## config.mk

```make
export PLATFORM = sky130hd
export DESIGN_NAME = weight_bank_ctrl
export DESIGN_NICKNAME = d
export VERILOG_FILES = /design/src/rtl/weight_bank_ctrl.sv
export SDC_FILE = /design/constraint.sdc
export NUM_CORES = 1
export LEC_CHECK = 0
export ABC_CLOCK_PERIOD_IN_PS = 2200
export CAP_MARGIN = 20
export CORE_MARGIN = 10
export CORE_UTILIZATION = 41
export DETAILED_ROUTE_END_ITERATION = 10
export GPL_TIMING_DRIVEN = 0
export PLACE_DENSITY = 0.75
export SYNTH_ARGS = -nofsm -noshare
export SYNTH_HDL_FRONTEND = slang
export SYNTH_SLANG_ARGS = --single-unit
```

## constraint.sdc

```tcl
create_clock -name clk -period 2.2 [get_ports clk]
set_input_delay 0.44 -clock clk [delete_from_list [all_inputs] [get_ports clk]]
set_output_delay 0.44 -clock clk [all_outputs]
set_load 0.01 [all_outputs]
```

## src/rtl/weight_bank_ctrl.sv

```systemverilog
// weight_bank_ctrl: streams a weight tile bank-major into NB banks and sweeps their read addresses for compute.
module weight_bank_ctrl #(
  parameter int AW = 10,
  parameter int DW = 32,
  parameter int Tn = 16,
  parameter int Tm = 16,
  parameter int K  = 3,
  parameter int X  = 4,
  parameter int Y  = 4
) (
  input  logic          clk,
  input  logic          rst,
  input  logic          load_start,
  input  logic [DW-1:0] in_data,
  input  logic          in_valid,
  output logic          in_ready,
  output logic [DW-1:0] wr_data,
  output logic [X*Y-1:0] wr_ena,
  output logic          load_done,
  input  logic          comp_start,
  input  logic          comp_hold,
  output logic [AW-1:0] rd_addr,
  output logic          rd_data_valid,
  output logic          comp_done,
  output logic          busy
);
  localparam int NB  = X * Y;
  localparam int CAP = (Tn / Y) * (Tm / X) * K * K;
  localparam int CW  = CAP > 1 ? $clog2(CAP) : 1;
  localparam int BW  = NB > 1 ? $clog2(NB) : 1;

  typedef enum logic [1:0] {IDLE, LOAD, COMPUTE, DRAIN} state_t;
  state_t state, state_n;

  logic [CW-1:0] word_cnt;
  logic [BW-1:0] bank_idx;
  logic [1:0]    vld_pipe;
  logic          accept, rd, word_wrap, last_word, last_addr;

  assign accept        = in_valid && state == LOAD;
  assign word_wrap     = word_cnt == CW'(CAP - 1);
  assign last_word     = word_wrap && bank_idx == BW'(NB - 1);
  assign rd            = state == COMPUTE && !comp_hold;
  assign last_addr     = rd_addr == AW'(CAP - 1);
  assign in_ready      = state == LOAD;
  assign busy          = state != IDLE;
  assign rd_data_valid = vld_pipe[1];

  always_comb begin
    state_n = state;
    case (state)
      IDLE:    state_n = load_start ? LOAD : comp_start ? COMPUTE : IDLE;
      LOAD:    state_n = accept && last_word ? IDLE : LOAD;
      COMPUTE: state_n = rd && last_addr ? DRAIN : COMPUTE;
      DRAIN:   state_n = vld_pipe[0] ? DRAIN : IDLE;
      default: state_n = IDLE;
    endcase
  end

  always_ff @(posedge clk or posedge rst)
    if (rst) state <= IDLE;
    else     state <= state_n;

  // Bank-major write sequencing; each bank counts its own addresses from wr_ena.
  always_ff @(posedge clk or posedge rst)
    if (rst) begin
      word_cnt  <= '0;
      bank_idx  <= '0;
      wr_ena    <= '0;
      wr_data   <= '0;
      load_done <= 1'b0;
    end else begin
      word_cnt  <= accept ? (word_wrap ? '0 : word_cnt + 1'b1) : word_cnt;
      bank_idx  <= accept && word_wrap ? (last_word ? '0 : bank_idx + 1'b1) : bank_idx;
      wr_ena    <= accept ? NB'(1) << bank_idx : '0;
      wr_data   <= accept ? in_data : wr_data;
      load_done <= accept && last_word;
    end

  // Two-stage valid pipe mirrors the bank's registered address and registered output.
  always_ff @(posedge clk or posedge rst)
    if (rst) begin
      rd_addr   <= '0;
      vld_pipe  <= '0;
      comp_done <= 1'b0;
    end else begin
      rd_addr   <= rd ? (last_addr ? '0 : rd_addr + 1'b1) : rd_addr;
      vld_pipe  <= {vld_pipe[0], rd};
      comp_done <= state == DRAIN && !vld_pipe[0];
    end
endmodule

```

==> tab_implementation.tex, run 1 <==
\begin{tabular}{lr}
\hline
Metric & Value \\
\hline
\multicolumn{2}{l}{\textbf{Run status}} \\
Result of the run & finished clean \\
\multicolumn{2}{l}{\textbf{Drt}} \\
Vias per std cell & 4.79 \\
Detailed-route wire length & about 7700 um \\
Uppermost routed layer & met4 \\
Number of DRC violations after detailed-routing iteration 0 & 72 \\
WL met1 & between 3000 and 4000 um \\
Residual DRC & 0 \\
Antenna Nets Post-Route & 0 \\
Met3 Wirelength & 743 um \\
Total via count after detailed routing & approximately 2500 \\
Routed wire length per instance & approximately 15 um \\
WL met2 & approximately 3600 um \\
Iteration count of the initial detailed-routing pass & 4 \\
\multicolumn{2}{l}{\textbf{Floorplanning}} \\
Count of boundary I/O pins & $\sim$100 \\
Core region area & around 0.0073 mm\^{}2 \\
Die Height & approximately 110 um \\
Starting density of the core & between 40\% and 50\% \\
Die span in x & between 100 and 150 um \\
Number of core rows & 31 \\
Die area & roughly 0.011 mm\^{}2 \\
\multicolumn{2}{l}{\textbf{Pwr}} \\
Share of total power consumed by net switching & 23.0\% \\
Share of total power in the clock network & around two fifths \\
Seq pwr share & about 47\% \\
Pwr/cell area & about 750 mW/mm\^{}2 \\
Total power consumption of the routed design & 3360 uW \\
Combinational fraction of design power & 12.2\% \\
Cell-internal power & around 2600 uW \\
Largest voltage drop on the vdd net & between 0.4 and 0.5 mV \\
Static power due to leakage & 0.00215 uW \\
Switching power & just under 800 uW \\
\multicolumn{2}{l}{\textbf{Job}} \\
Max-cap viol count & 0 \\
\multicolumn{2}{l}{\textbf{Critical path}} \\
Reg-to-reg startpoint & word\_cnt[4]\$\_DFFE\_PP0P\_ \\
Maximum net fanout on the critical path & 6 \\
Critical Path End & bank\_idx[2]\$\_DFFE\_PP0P\_ \\
Slowest-stage cell, CP & sky130\_fd\_sc\_hd\_\_or4b\_1 \\
Cell count of the worst reg-to-reg path & 5 \\
Crit-path cells & or4b\_1, buf\_2, or3\_4, or3b\_1, o21ai\_2 \\
CP Capture Type & flip-flop \\
Type of the setup path with the least slack & reg2reg \\
Required @ worst endpoint & approximately 2500 ps \\
Launching element type of the critical path & flip-flop \\
Data arrival time of the critical path & between 2000 and 2500 ps \\
Delay contributed by the slowest stage of the critical path & about 540 ps \\
Flop2flop setup slack & $\sim$150 ps \\
Worst reg2reg path endpoint & bank\_idx[2]\$\_DFFE\_PP0P\_ \\
Critical path startpoint & word\_cnt[4]\$\_DFFE\_PP0P\_ \\
Critical path depth in cells & 5 \\
Buf+Inv Stages, Crit Path & 1 \\
Worst path top cell family by delay & simple AND/OR/NAND/NOR gates \\
\multicolumn{2}{l}{\textbf{Logic synthesis}} \\
Fraction of registers with async set/reset & between 90\% and 100\% \\
Cells after synthesis & 305 \\
Cell variety after synth & 36 \\
Number of warnings printed during yosys synthesis & 0 \\
Nets in the synthesized netlist & around 350 \\
Leading register cell type out of synthesis & sky130\_fd\_sc\_hd\_\_dfrtp\_1 \\
Sequential cell area fraction in the yosys report & around three fifths \\
Cell type with the highest aggregate area in the netlist & sky130\_fd\_sc\_hd\_\_dfrtp\_1 \\
Yosys reg bits & 76 \\
Post-synthesis instance area & around 0.0031 mm\^{}2 \\
EDFF count, synth & 0 \\
Synth area leaders & sky130\_fd\_sc\_hd\_\_dfrtp\_1 62\%, sky130\_fd\_sc\_hd\_\_nand2\_1 13\%, sky130\_fd\_sc\_hd\_\_ha\_1 3.2\% \\
Avg Inst Size Synth & between 10 and 15 um\^{}2 \\
Fraction of synthesized cell area taken by the top area cell type & approximately three fifths \\
\multicolumn{2}{l}{\textbf{Clock tree}} \\
Total number of clock tree sinks & 76 \\
Largest buffer count on any clock path & 2 \\
H-tree levels & 3 \\
Count of hold buffers inserted by post-cts repair & 0 \\
Clk root buf & sky130\_fd\_sc\_hd\_\_clkbuf\_8 \\
Clk slew on worst S/H paths & around 80 ps \\
Clock buffers created by TritonCTS & 9 \\
Clock tree from TritonCTS & built \\
Later-pin clock latency in the skew report & approximately 340 ps \\
Post-CTS Repair Setup Buffers & 0 \\
\multicolumn{2}{l}{\textbf{Cells and area}} \\
Total inserted antenna cells & 0 \\
Area added between synthesis and finish & 45.7\% \\
Most frequent standard cell in the layout excluding fill and tap cells & sky130\_fd\_sc\_hd\_\_nand2\_1 \\
Number of nets in the final layout & 463 \\
Final cell count without fillers & 521 \\
Commonest cells after routing, fill and taps aside & 110 x sky130\_fd\_sc\_hd\_\_nand2\_1, 100 x sky130\_fd\_sc\_hd\_\_clkdlybuf4s50\_1, 76 x sky130\_fd\_sc\_hd\_\_dfrtp\_1, 11 x sky130\_fd\_sc\_hd\_\_nor2\_1, 11 x sky130\_fd\_sc\_hd\_\_and3\_1 \\
Fraction of layout instances using a drive strength above 1 & 6.64\% \\
\multicolumn{2}{l}{\textbf{STA}} \\
Post-layout minimum cycle time & 2050 ps \\
Remaining max-slew budget at the tightest pin & approximately 51\% \\
Slew at the pin closest to its max-slew limit & 734 ps \\
Post-Route Setup TNS & 0 ps \\
Setup Skew & 6.50 ps \\
Fraction of the cycle the final worst path needs & $\sim$93\% \\
Number of failing hold endpoints at the final stage & 0 \\
Setup violation total in the final timing report & 0 \\
Max-slew violation count & 0 \\
Setup repair after global routing missed its margin & no \\
Peak clock frequency supported by timing & 488 MHz \\
\multicolumn{2}{l}{\textbf{Global routing}} \\
Wire length of the first global-routing pass & 12500 um \\
Maximum number of pins on one net before global-route repair & 42 \\
Global route total overflow & 0 \\
Number of antenna violations at the first check in global routing & 0 \\
Overall fraction of global-route tracks in use & 13.5\% \\
Via count of the first global-routing pass & about 2600 \\
\multicolumn{2}{l}{\textbf{Place}} \\
Last weighted congestion value of the routability-driven placer & slightly above 0.8 \\
DP Cell Count & $\sim$510 \\
Post-DP HPWL & around 5700 um \\
Count of buffers inserted at the top-level ports & 100 \\
\multicolumn{2}{l}{\textbf{Hold path}} \\
Worst min-delay path class & reg2reg \\
\hline
\end{tabular}
[how the worst min path moves through the flow]
stage                               start                     to  slack (ps)  cells past startpoint
global placement    vld_pipe[0]$_DFF_PP0_  vld_pipe[1]$_DFF_PP0_         380                      0
CTS                 vld_pipe[0]$_DFF_PP0_  vld_pipe[1]$_DFF_PP0_         400                      0
global route        vld_pipe[0]$_DFF_PP0_  vld_pipe[1]$_DFF_PP0_         410                      0
finish              vld_pipe[0]$_DFF_PP0_  vld_pipe[1]$_DFF_PP0_         400                      0
detailed placement  vld_pipe[0]$_DFF_PP0_  vld_pipe[1]$_DFF_PP0_         380                      0
floorplan           vld_pipe[0]$_DFF_PP0_  vld_pipe[1]$_DFF_PP0_         370                      0
[kinds of logic after synthesis]
family                   Yosys count  share of synthesized area [%]
AND/OR/NAND/NOR                  171                           25.6
flip-flops                        76                           61.5
XOR/XNOR                          10                           2.83
buffers and inverters             18                           2.23
adder cells (fa/ha/maj)            8                           3.24
AO/OA/AOI/OAI                     20                           3.89
multiplexers                       2                          0.688
[synthesized netlist by cell type, drive strengths merged (3+ instances only)]
cell / number
nand2b: 3
xnor2: 6
a21oi: 5
dfrtp: 76
and4: 3
xor2: 4
nand4: 4
o21ai: 9
clkbuf: 11
and2: 10
inv: 6
nand3: 4
nand2: 110
and3: 13
ha: 8
nor2: 11
[repair_timing]
action                                 in CTS  in global routing
endpoints found under the hold margin       0                  0
setup endpoints to repair                   0                  9
gates resized for setup                     0                  4
[routing by layer]
layer  global-route usage (%)  vias up
met5                        0        -
met4                     5.61        0
met3                     6.23       13
met2                     21.7       80
met1                     15.1     1197
li1                         -     1208
[power by group through the flow]
stage	Combinational, uW	Clock (uW)	Sequential [uW]
2_1_floorplan	152	0	1620
3_3_place_gp	400	0	1600
3_5_place_dp	416	0	1600
4_1_cts	417	1400	1580
5_1_grt	452	1450	1590
6_report	408	1370	1580
[state kept, by name, indices dropped and copies added, names as in the netlist, 2 cells and up]
register	flops
vld_pipe	2
rd_addr	10
wr_data	32
wr_ena	16
word_cnt	8
state	2
bank_idx	4
[through the flow]
step	hold WS, ps	cell area (um^2)	setup WS (ps)	utilization [%]
2_1_floorplan	367	3090	285	-
3_3_place_gp	377	4220	-172	57.9
3_5_place_dp	382	4240	-206	58.1
4_1_cts	400	4500	129	61.7
5_1_grt	409	4500	54.4	61.8
6_report	399	4500	152	61.8
[layout make-up]
type / instances / area, um^2
Fill cell: 641 / 2790
Sequential cell: 76 / 1900
Multi-Input combinational cell: 211 / 1120
Timing Repair Buffer: 101 / 1020
Clock inverter: 7 / 139
Clock buffer: 9 / 124
Tap cell: 99 / 124
Buffer: 12 / 48.8
Inverter: 6 / 26.3
Power figures use the tool's default switching activity.
==> run 2, diff against run 1 <==
Settings changed: CAP_MARGIN 20 to default.
==> results of run 2 <==
No change in the layout: final DEF, timing and power equal those of run 1.
==> run 3, diff against run 2 <==
Settings changed: ABC_CLOCK_PERIOD_IN_PS 2200 to 2300, CORE_MARGIN 10 to default, CORE_UTILIZATION 41 to 46, PLACE_DENSITY 0.75 to 0.8, SKIP_LAST_GASP from default to 1.
Clock period 2.2 ns to 2.3 ns, I/O delays scaled along.
==> tab_implementation.tex, run 3 (synthesis gave the netlist of run 1 again) <==
\begin{tabular}{lr}
\hline
Metric & Value \\
\hline
\multicolumn{2}{l}{\textbf{Run status}} \\
Result of the run & finished, violations left (was finished clean) \\
Failing checks & DRC \\
\multicolumn{2}{l}{\textbf{Drt}} \\
Residual DRC & 20 (was 0) \\
Detailed-route wire length & 6530 um (was 7670 um) \\
Total via count after detailed routing & 2446 (was 2498) \\
Number of DRC violations after detailed-routing iteration 0 & 123 (was 72) \\
Iteration count of the initial detailed-routing pass & 7 (was 4) \\
Antenna Nets Post-Route & 0 (unchanged) \\
Vias per std cell & 4.89 (was 4.79) \\
Routed wire length per instance & 13.1 um (was 14.7 um) \\
\multicolumn{2}{l}{\textbf{Clock tree}} \\
Clock buffers created by TritonCTS & 9 (unchanged) \\
Clk slew on worst S/H paths & 70 ps (was 80 ps) \\
Post-CTS Repair Setup Buffers & 0 (unchanged) \\
Count of cells resized by post-cts repair & 0 (unchanged) \\
Later-pin clock latency in the skew report & 330 ps (was 340 ps) \\
Count of hold buffers inserted by post-cts repair & 0 (unchanged) \\
Clk root buf & sky130\_fd\_sc\_hd\_\_clkbuf\_8 (unchanged) \\
Largest buffer count on any clock path & 2 (unchanged) \\
Clock tree from TritonCTS & built (unchanged) \\
Total number of clock tree sinks & 76 (unchanged) \\
H-tree levels & 3 (unchanged) \\
\multicolumn{2}{l}{\textbf{Cells and area}} \\
Final cell count without fillers & 500 (was 521) \\
Most frequent standard cell in the layout excluding fill and tap cells & sky130\_fd\_sc\_hd\_\_nand2\_1 (unchanged) \\
Fraction of layout instances using a drive strength above 1 & 5.91\% (was 6.64\%) \\
Number of nets in the final layout & 464 (was 463) \\
Largest registers & wr\_data x32, wr\_ena x16, rd\_addr x10 (unchanged) \\
Total inserted antenna cells & 0 (unchanged) \\
Max reg flops & 32 (unchanged) \\
Register ranked first by flip-flop count & wr\_data (unchanged) \\
Util after Layout & 69.1\% (was 61.8\%) \\
Fillers & 483 (was 641) \\
Area added between synthesis and finish & 43.5\% (was 45.7\%) \\
Commonest cells after routing, fill and taps aside & 110 x sky130\_fd\_sc\_hd\_\_nand2\_1, 100 x sky130\_fd\_sc\_hd\_\_clkdlybuf4s50\_1, 76 x sky130\_fd\_sc\_hd\_\_dfrtp\_1, 13 x sky130\_fd\_sc\_hd\_\_clkbuf\_1 (was 110 x sky130\_fd\_sc\_hd\_\_nand2\_1, 100 x sky130\_fd\_sc\_hd\_\_clkdlybuf4s50\_1, 76 x sky130\_fd\_sc\_hd\_\_dfrtp\_1, 11 x sky130\_fd\_sc\_hd\_\_nor2\_1, 11 x sky130\_fd\_sc\_hd\_\_and3\_1) \\
\multicolumn{2}{l}{\textbf{STA}} \\
Post-Route Setup TNS & 0 ps (unchanged) \\
Slew at the pin closest to its max-slew limit & 624 ps (was 734 ps) \\
Peak clock frequency supported by timing & around 490 MHz \\
Setup violation total in the final timing report & 0 (unchanged) \\
Setup repair after global routing missed its margin & no (unchanged) \\
Post-layout minimum cycle time & between 2000 and 2500 ps \\
Setup Skew & 10.1 ps (was 6.50 ps) \\
Fraction of the cycle the final worst path needs & between 80\% and 90\% \\
Number of failing hold endpoints at the final stage & 0 (unchanged) \\
Remaining max-slew budget at the tightest pin & 57.8\% (was 50.9\%) \\
Hold WS & 405 ps (was 399 ps) \\
Max-slew violation count & 0 (unchanged) \\
\multicolumn{2}{l}{\textbf{Global routing}} \\
Number of antenna violations at the first check in global routing & 0 (unchanged) \\
Global route total overflow & 0 (unchanged) \\
Via count of the first global-routing pass & 2523 (was 2611) \\
Overall fraction of global-route tracks in use & 20.3\% (was 13.5\%) \\
Maximum number of pins on one net before global-route repair & 31 (was 42) \\
Wire length of the first global-routing pass & 11400 um (was 12500 um) \\
\multicolumn{2}{l}{\textbf{Floorplanning}} \\
Die area & 0.00705 mm\^{}2 (was 0.0114 mm\^{}2) \\
Number of core rows & 29 (was 31) \\
Starting density of the core & 48.1\% (was 42.4\%) \\
Count of boundary I/O pins & 101 (unchanged) \\
Die span in x & 84.0 um (was 107 um) \\
Core region area & 0.00642 mm\^{}2 (was 0.00729 mm\^{}2) \\
Die Height & 84.0 um (was 107 um) \\
\multicolumn{2}{l}{\textbf{Critical path}} \\
Data arrival time of the critical path & 1590 ps (was 2320 ps) \\
Launching element type of the critical path & flip-flop (unchanged) \\
Required @ worst endpoint & 1840 ps (was 2470 ps) \\
Type of the setup path with the least slack & reg2out (was reg2reg) \\
Maximum net fanout on the critical path & 9 (was 6) \\
CP Capture Type & output port (was flip-flop) \\
\multicolumn{2}{l}{\textbf{Place}} \\
Last weighted congestion value of the routability-driven placer & 0.760 (was 0.808) \\
DP Cell Count & 484 (was 505) \\
Post-DP HPWL & 4870 um (was 5730 um) \\
Count of buffers inserted at the top-level ports & 100 (unchanged) \\
\multicolumn{2}{l}{\textbf{Hold path}} \\
Worst min-delay path class & reg2reg (unchanged) \\
\multicolumn{2}{l}{\textbf{Pwr}} \\
Largest voltage drop on the vdd net & 0.317 mV (was 0.422 mV) \\
Static power due to leakage & 0.00211 uW (was 0.00215 uW) \\
Pwr/cell area & 658 mW/mm\^{}2 (was 746 mW/mm\^{}2) \\
\multicolumn{2}{l}{\textbf{Job}} \\
Max-cap viol count & 0 (unchanged) \\
\hline
\end{tabular}
-- run 3: per-layer routing --
layer | track usage (%) | part of all wire [%]
met5 | 0 | 0
met4 | 7.99 | 1.9
met3 | 3.96 | 5.6
met2 | 34.6 | 49
met1 | 25.5 | 44
-- run 3: worst paths after layout --
check / startpoint / endpoint / slack (ps) / cells after the start
max: state[1]$_DFF_PP0_ / busy / 250 / 2
min: vld_pipe[0]$_DFF_PP0_ / vld_pipe[1]$_DFF_PP0_ / 400 / 0
max reg2reg: word_cnt[4]$_DFFE_PP0P_ / bank_idx[2]$_DFFE_PP0P_ / 310 / 5
min reg2reg: vld_pipe[0]$_DFF_PP0_ / vld_pipe[1]$_DFF_PP0_ / 400 / 0
max in group asynchronous: rst / wr_ena[6]$_DFF_PP0_ / 1090 / 4
min in group asynchronous: rst / wr_data[0]$_DFFE_PP0P_ / 500 / 2
-- run 3: layout make-up --
| type | count | area (um^2) | share of cell area [%] |
|---|---|---|---|
| sequential | 76 | 1900 | 42.9 |
| multi-input combinational | 211 | 1120 | 25.2 |
| timing repair buffer | 102 | 1040 | 23.5 |
| clock buffer | 13 | 159 | 3.58 |
| tap | 77 | 96.3 | 2.17 |
| buffer | 12 | 46.3 | 1.04 |
| clock inverter | 3 | 45.0 | 1.02 |
| inverter | 6 | 26.3 | 0.592 |
-- run 3: through the flow --
stage	instance area [um^2]	setup WS, ps	power [uW]
after floorplan	3090	385	1690
after global placement	4190	-76.2	1900
after detailed placement	4230	-111	1930
after CTS	4440	221	2940
after global routing	4440	76.0	3070
final	4440	252	2920
-- run 3: power breakdown --
group / switching, uW / internal [uW] / total, uW
combinational: 172 / 216 / 389
clock: 460 / 562 / 1020
sequential: 74.3 / 1430 / 1510
-- run 3: worst max-delay path, stage by stage, from the launching register on --
cell and delay, ps:
sky130_fd_sc_hd__dfrtp_1 450, sky130_fd_sc_hd__or2_2 320, sky130_fd_sc_hd__clkdlybuf4s50_1 480
